$ cat src/rtl/sb_pkg.sv
// Shared types and constants for the store buffer and its lane aligner.
// Entry fields are sized from SB_W, so the top's W must match SB_W.
package sb_pkg;

  localparam int SB_W     = 32;
  localparam int SB_DEPTH = 4;
  localparam int SB_PTR_W = $clog2(SB_DEPTH);

  localparam logic [2:0] F3_SB = 3'b000;
  localparam logic [2:0] F3_SH = 3'b001;
  localparam logic [2:0] F3_SW = 3'b010;

  typedef struct packed {
    logic            valid;
    logic [SB_W-1:0] addr;
    logic [SB_W-1:0] data;
    logic [3:0]      byte_en;
  } sb_entry_t;

  function automatic logic size_ok(input logic [2:0] f3);
    return (f3 == F3_SB) || (f3 == F3_SH) || (f3 == F3_SW);
  endfunction

endpackage

$ cat src/rtl/sb_lane_align.sv
// Places sb/sh/sw store data onto byte lanes and builds the byte enables.
// Latency: combinational.
// Backpressure: none; unsupported sizes produce zero enables.
module sb_lane_align
  import sb_pkg::*;
#(
  parameter int W = SB_W
) (
  input  logic [2:0]   funct3,
  input  logic [1:0]   addr_lo,
  input  logic [W-1:0] wdata,
  output logic [W-1:0] adata,
  output logic [3:0]   byte_en
);

  always_comb begin
    adata   = '0;
    byte_en = '0;
    case (funct3)
      F3_SB: begin
        byte_en = 4'b0001 << addr_lo;
        adata   = {4{wdata[7:0]}};
      end
      F3_SH: begin
        // addr_lo[0] is ignored for halfwords
        byte_en = 4'b0011 << {addr_lo[1], 1'b0};
        adata   = {2{wdata[15:0]}};
      end
      F3_SW: begin
        byte_en = 4'b1111;
        adata   = wdata;
      end
      default: ;
    endcase
  end

endmodule

$ cat src/rtl/store_buffer.sv
// Store write buffer between MEM and data memory; STORE_MERGE_EN enables youngest-entry merging.
// Latency: a store accepted at edge N is presented on MemReq in cycle N+1.
// Backpressure: StallSB when full (judged on registered count) or when a load hits a pending word.
module store_buffer
  import sb_pkg::*;
#(
  parameter int W     = SB_W,
  parameter int DEPTH = SB_DEPTH
) (
  input  logic         clk,
  input  logic         rst,
  input  logic         MemWriteM,
  input  logic         MemReadM,
  input  logic [2:0]   Funct3M,
  input  logic [W-1:0] ALUResultM,
  input  logic [W-1:0] WriteDataM,
  output logic         StallSB,
  output logic         SBEmpty,
  output logic         MemReq,
  input  logic         MemAck,
  output logic [W-1:0] MemAddr,
  output logic [W-1:0] MemWData,
  output logic [3:0]   MemByteEn
);

  localparam int PW = $clog2(DEPTH);

  sb_entry_t     q [DEPTH];
  logic [PW-1:0] head, tail, young;
  logic [PW:0]   count;

  logic [W-1:0]  waddr, adata, lane_mask;
  logic [3:0]    abe;
  logic          wr_ok, full, push, pop, merge, hit, conflict;

  sb_lane_align #(.W(W)) u_align (
    .funct3  (Funct3M),
    .addr_lo (ALUResultM[1:0]),
    .wdata   (WriteDataM),
    .adata   (adata),
    .byte_en (abe)
  );

  assign waddr = {ALUResultM[W-1:2], 2'b00};
  assign wr_ok = MemWriteM && size_ok(Funct3M);
  assign full  = (count == (PW+1)'(DEPTH));
  assign young = tail - 1'b1;

`ifdef STORE_MERGE_EN
  // count>1 guarantees the youngest entry is not the head being presented
  assign merge = wr_ok && (count > (PW+1)'(1)) && q[young].valid && (q[young].addr == waddr);
`else
  assign merge = 1'b0;
`endif

  assign push = wr_ok && !full && !merge;
  assign pop  = MemReq && MemAck;

  always_comb begin
    hit = 1'b0;
    for (int i = 0; i < DEPTH; i++)
      if (q[i].valid && (q[i].addr == waddr))
        hit = 1'b1;
    lane_mask = '0;
    for (int b = 0; b < 4; b++)
      lane_mask[8*b +: 8] = {8{abe[b]}};
  end

  assign conflict = MemReadM && hit;
  assign StallSB  = (wr_ok && full && !merge) || conflict;
  assign SBEmpty  = (count == '0);
  assign MemReq   = (count != '0);

  assign MemAddr   = MemReq ? q[head].addr    : '0;
  assign MemWData  = MemReq ? q[head].data    : '0;
  assign MemByteEn = MemReq ? q[head].byte_en : '0;

  always_ff @(posedge clk) begin
    if (rst) begin
      head  <= '0;
      tail  <= '0;
      count <= '0;
      for (int i = 0; i < DEPTH; i++)
        q[i] <= '0;
    end else begin
      if (push) begin
        q[tail] <= '{valid: 1'b1, addr: waddr, data: adata, byte_en: abe};
        tail    <= tail + 1'b1;
      end
      if (merge) begin
        q[young].data    <= (q[young].data & ~lane_mask) | (adata & lane_mask);
        q[young].byte_en <= q[young].byte_en | abe;
      end
      if (pop) begin
        q[head].valid <= 1'b0;
        head          <= head + 1'b1;
      end
      case ({push, pop})
        2'b10:   count <= count + 1'b1;
        2'b01:   count <= count - 1'b1;
        default: ;
      endcase
    end
  end

endmodule

$ cat config.mk
export PLATFORM = sky130hd
export DESIGN_NAME = store_buffer
export DESIGN_NICKNAME = d
export VERILOG_FILES = /design/src/rtl/sb_pkg.sv /design/src/rtl/sb_lane_align.sv /design/src/rtl/store_buffer.sv
export SDC_FILE = /design/constraint.sdc
export NUM_CORES = 1
export LEC_CHECK = 0
export ABC_AREA = 1
export CORE_AREA = 5 5 213 215
export CTS_CLUSTER_SIZE = 8
export DETAILED_ROUTE_END_ITERATION = 16
export DIE_AREA = 0 0 218 220
export PLACE_DENSITY = 0.52
export SETUP_SLACK_MARGIN = 0.02
export SYNTH_ARGS = -nofsm -noshare
export SYNTH_HDL_FRONTEND = slang
export SYNTH_SLANG_ARGS = --single-unit
$ cat constraint.sdc
create_clock -name clk -period 10 [get_ports clk]
set_clock_uncertainty 0.05 [all_clocks]
set_input_delay 1.5 -clock clk [delete_from_list [all_inputs] [get_ports clk]]
set_output_delay 1.5 -clock clk [all_outputs]
set_load 0.005 [all_outputs]
* Word level (Yosys, flattened, before mapping)
Memories as Yosys holds them, arrays and structs flattened. A register that Yosys moved wholly into a read port is not among the register bits.
Cells that the tools add are included.
** Word-level totals
- Output and inout port bits :: 71
- Register bits :: 7
- Input port bits :: 72
- Memories kept :: 1
- Word-level logic and storage cells :: 64
- Memory bits (writable) :: 268
** Cells by class
- Mux-type cells :: 26
- Reductions and logical operators :: 19
- Eq/ne operators :: 9
- Shift operators :: 2
- Add/sub/neg operators :: 4
** Memory list
- q :: words 4, width 67, rd ports 5, clocked after Yosys merged registers in 1, write ports 4, line store_buffer.sv:28 : sb_entry_t q [DEPTH];
** Operators with widths (number)
- $mux W67 :: 2
- $reduce_or A67 Y1 :: 2
- $eq A32 B32 Y1 :: 4
- $pmux W32 S3 :: 1
- $mux W32 :: 2
- $mux W1 :: 13
- $pmux W4 S3 :: 1
- $mux W2 :: 5
- $logic_and A1 B1 Y1 :: 9
- $logic_not A3 Y1 :: 2
- $pmux W3 S2 :: 1
- $add A2 B1 Y2 const B :: 2
- $mux W4 :: 1
- $shl A1 B2 Y4 const A :: 1
- $shl A2 B2 Y4 const A :: 1
- $add A3 B1 Y3 const B :: 1
- $eq A3 B1 Y1 const B :: 1
- $eq A3 B2 Y1 const B :: 1
- $eq A3 B3 Y1 const B :: 1
- $logic_or A1 B1 Y1 :: 3
- $reduce_bool A3 Y1 :: 1
- $sub A3 B1 Y3 const B :: 1
- $eq A2 B1 Y1 const B :: 1
- $eq A2 B2 Y1 const B :: 1
- other kinds (2) :: 2

* Logic depth before layout (Yosys ltp)
- Word-level depth :: 10
- Depth in mapped cells :: 12
- Depth with buffers taken out :: 12

* Cells and area by module
Synthesis repeated with hierarchy kept, for this count alone.
** Second synthesis, totals
- Cell total of the unflattened synthesis :: 1813
- Area total of the unflattened synthesis :: 14903.0 um^2
** Modules (own cells, without submodules)
- store_buffer :: cells each 1693, instances 1, area an instance 14308.7 um^2, sequential area each 8187.9 um^2
- sb_lane_align :: cells each 120, instances 1, area an instance 594.3 um^2, sequential area each 0.0 um^2

* Worst setup path after synthesis
No wires, ideal clock.
- Path kind :: in2reg
- Start point :: input Funct3M[1]
- End point :: memory q[3][0] in the netlist's numbering (enable)
- Path buffers :: 0
- Setup time :: 0.584 ns
- Data required time :: 9.366 ns
- Data arrival time :: 6.801 ns
- Stages :: 7
- Setup slack :: 2.566 ns
- Path through :: nor2_4 > inv_2 > nand2_2 > nand3_4 > nor2_1 > inv_1 > o21ai_0
** RTL lines
- from (decl) :: line store_buffer.sv:14 : input logic [2:0] Funct3M,
- to (decl) :: line store_buffer.sv:28

==> flow_summary.toml <==
[cts]
cts_tree = "built"
clock_path_buffers = 3
postCtsHoldBufs = 0
clk-insertion-delay-late_ns = 0.53
clkSlewWorstSetupHoldPaths_ns = 0.05
clkSinkCount = 277
cts_htree_levels = 2
cts_root_buf = "clkbuf_16"
post_cts_resized = 0
cts_buffers = 40
post_cts_buffers = 0

[floorplanning]
num_rows = 77
coreArea_sq_um = 43500
die_h_um = 220
initial_core_util_pct = 34.2
dieArea_sq_um = 48000
io_pins = 143
die_w_um = 218

[detailed_routing]
post_drt_wl_per_cell_um = 19.9
antenna_left = 0
drc = 0
vias_per_cell = 4.93
firstDrtPassIters = 8
finalWirelength_um = 50400
vias = 12492
drt_iter0_markers = 1130

[global_routing]
grt_use_total_pct = 20.6
grt_antenna_before_repair = 0
gr-total-overflow = 0
grt_pass1_wl_um = 75600
grt_max_degree = 74
grt_pass1_vias = 12582

[logic_synthesis]
synth_cell_types = 33
netlist_instances = 1806
synth_warnings = 0
yosysSeqAreaShare_pct = 55.0
synth_adder_area_share_pct = 0.554
synth_top_family_by_area = "simple AND/OR/NAND/NOR gates"
syn_area_per_cell_sq_um = 8.25
synth_compound_area_share_pct = 11.0
netlist_area_sq_um = 14900
synth.mux.area_fraction_pct = 0
synth-xor-area-share_pct = 0.588
synth-seq-cells = 277
synth-simple-area-share_pct = 24.8

[setup_path]
crit_path_end = "MemAddr[13]"
critPathMaxFanout = 73
regToRegStartpoint = "count[1]"
crit_required_ns = 8.45
cp.arrival_ns = 4.32
worst_r2r_path_depth = 7
endpoint_kind = "output pin"
crit_type = "flip-flop to output pin"
start_kind = "flip-flop"
reg2reg_setup_slack_ns = 6.56
timing.rr.end = "q[0][12]"

[status]
status = "finished, final reports clean"

[sta]
tightest_slew_ns = 1.08
fin_crit_ns = 5.87
rsz0062_at_grt = "false"
hold_viol_final = 0
fin_setup_tns_ns = 0
fmax_mhz = 170
setup_viol = 0
hold_ws_ns = 0.438
slew_headroom_pct = 28.0
min_period_over_period_pct = 58.7
finalMaxSlewViolations = 0

[min_path]
hold_class = "flip-flop to flip-flop"
hold_path_depth = 2

[placed_design]
dp_hpwl_um = 32100
place_congestion = 0.945
io_buffers = 140

[power]
power.leakage_uw = 0.00700
ir_drop_mv = 0.116
power_uw = 3460
powerDensity_nw_per_um2 = 193

[cells_and_area]
multi_input_area_sq_um = 5560
seqCellArea_sq_um = 8190
drive_gt1_share_pct = 7.32
area.growth.synth_to_final_pct = 20.3
n_antenna_cell = 0
final_util_pct = 41.2
fin_nets = 2000
nFillCells = 4464

[run]
maxCapViolations = 0
per-stage QoR:
stage	area [sq um]	worst slack [ns]	cells
after detailed placement	16800	4.45	2472
final	17900	4.13	2532
after global routing	17900	3.88	2532
after global placement	16800	4.44	2472
after CTS	17900	4.15	2532
after floorplan	14900	2.57	1807
synth_stat cells:
| library cell | instances | share of area (%) |
|---|---|---|
| nor2_1 | 455 | 11 |
| nand2_1 | 372 | 9.4 |
| edfxtp_1 | 264 | 53 |
| inv_1 | 186 | 4.7 |
| o21ai_0 | 179 | 6.0 |
| a21oi_1 | 134 | 4.5 |
| clkbuf_1 | 54 | 1.4 |
| nor2_4 | 38 | 2.9 |
| inv_2 | 34 | 0.86 |
| dfxtp_1 | 13 | 1.7 |
| buf_2 | 11 | 0.37 |
| buf_1 | 8 | 0.20 |
| xnor2_1 | 8 | 0.47 |
| nand3b_1 | 7 | 0.35 |
| ha_1 | 5 | 0.42 |
| nand3_1 | 5 | 0.17 |
| a22oi_1 | 4 | 0.20 |
| nor3_1 | 4 | 0.13 |
| o211ai_1 | 4 | 0.20 |
| buf_4 | 3 | 0.15 |
| nand2_2 | 3 | 0.13 |
| buf_6 | 2 | 0.15 |
| buf_8 | 2 | 0.20 |
| xor2_1 | 2 | 0.12 |
| a211oi_1 | 1 | 0.050 |
| a221o_1 | 1 | 0.067 |
| clkinv_1 | 1 | 0.025 |
| conb_1 | 1 | 0.025 |
| fa_1 | 1 | 0.13 |
| inv_4 | 1 | 0.042 |
| nand3_4 | 1 | 0.12 |
| nor2_2 | 1 | 0.042 |
| nor2_8 | 1 | 0.13 |
how the worst min path moves through the flow:
stage          slack [ns]  endpoint     start
6_report             0.44  q[2][66]  q[2][66]
5_1_grt              0.48  q[2][66]  q[2][66]
4_1_cts              0.44  q[2][66]  q[2][66]
3_5_place_dp         0.44  q[2][66]  q[2][66]
3_3_place_gp         0.44  count[2]  count[2]
2_1_floorplan        0.40  q[0][66]  q[0][66]
logic make-up after synthesis:
| kind of cell | after synthesis |
|---|---|
| other cells | 1 |
| buf+inv | 302 |
| simple gates | 887 |
| xor+xnor | 10 |
| compound gates | 323 |
| flops | 277 |
| fa+ha+maj | 6 |
final cells by class:
| class | count | area share, % |
|---|---|---|
| Clock buffer | 58 | 5.96 |
| Clock inverter | 2 | 0.140 |
| Inverter | 222 | 4.69 |
| Multi-Input combinational cell | 1228 | 31.0 |
| Sequential cell | 277 | 45.7 |
| Tap cell | 592 | 4.13 |
| Timing Repair Buffer | 153 | 8.36 |
layer usage:
layer	global-route usage, %	vias to the layer above	routed length [um]
met3	3.96	92	3350
met2	35.5	438	24200
li1	-	6026	-
met5	0	-	0
met1	26.2	5936	21200
met4	6.99	0	1680
state kept, by name (all words and copies together) (netlist names), named ones only:
register and cells:
q 268, count 3, head 2, tail 2
where the power goes:
part / internal (uW) / leakage (uW) / total [uW] / switching [uW]
logic: 312 / 0.00364 / 860 / 548
clock network: 730 / 0.000526 / 1220 / 493
registers: 1330 / 0.00284 / 1380 / 45.3
cell usage in the layout, fill, tap and decap left out, types with 5 or more instances in the layout:
cell type,instances
nand3_1,5
nor2_4,38
buf_4,13
edfxtp_1,264
nand2_1,369
o21ai_0,178
a21oi_1,134
xnor2_1,8
ha_1,5
nor2_1,455
nand3b_1,7
dfxtp_1,11
inv_2,31
clkdlybuf4s50_1,140
inv_1,186
clkbuf_1,18
clkbuf_16,40
worst max-delay path: stages (launching register included):
cell and delay [ns]:
dfxtp_4 0.74, clkinv_2 0.98, buf_4 0.70, a21oi_1 0.22
o21ai_0 0.11, a21oi_1 0.39, clkdlybuf4s50_1 0.59
(Power assumes the default switching activity.)
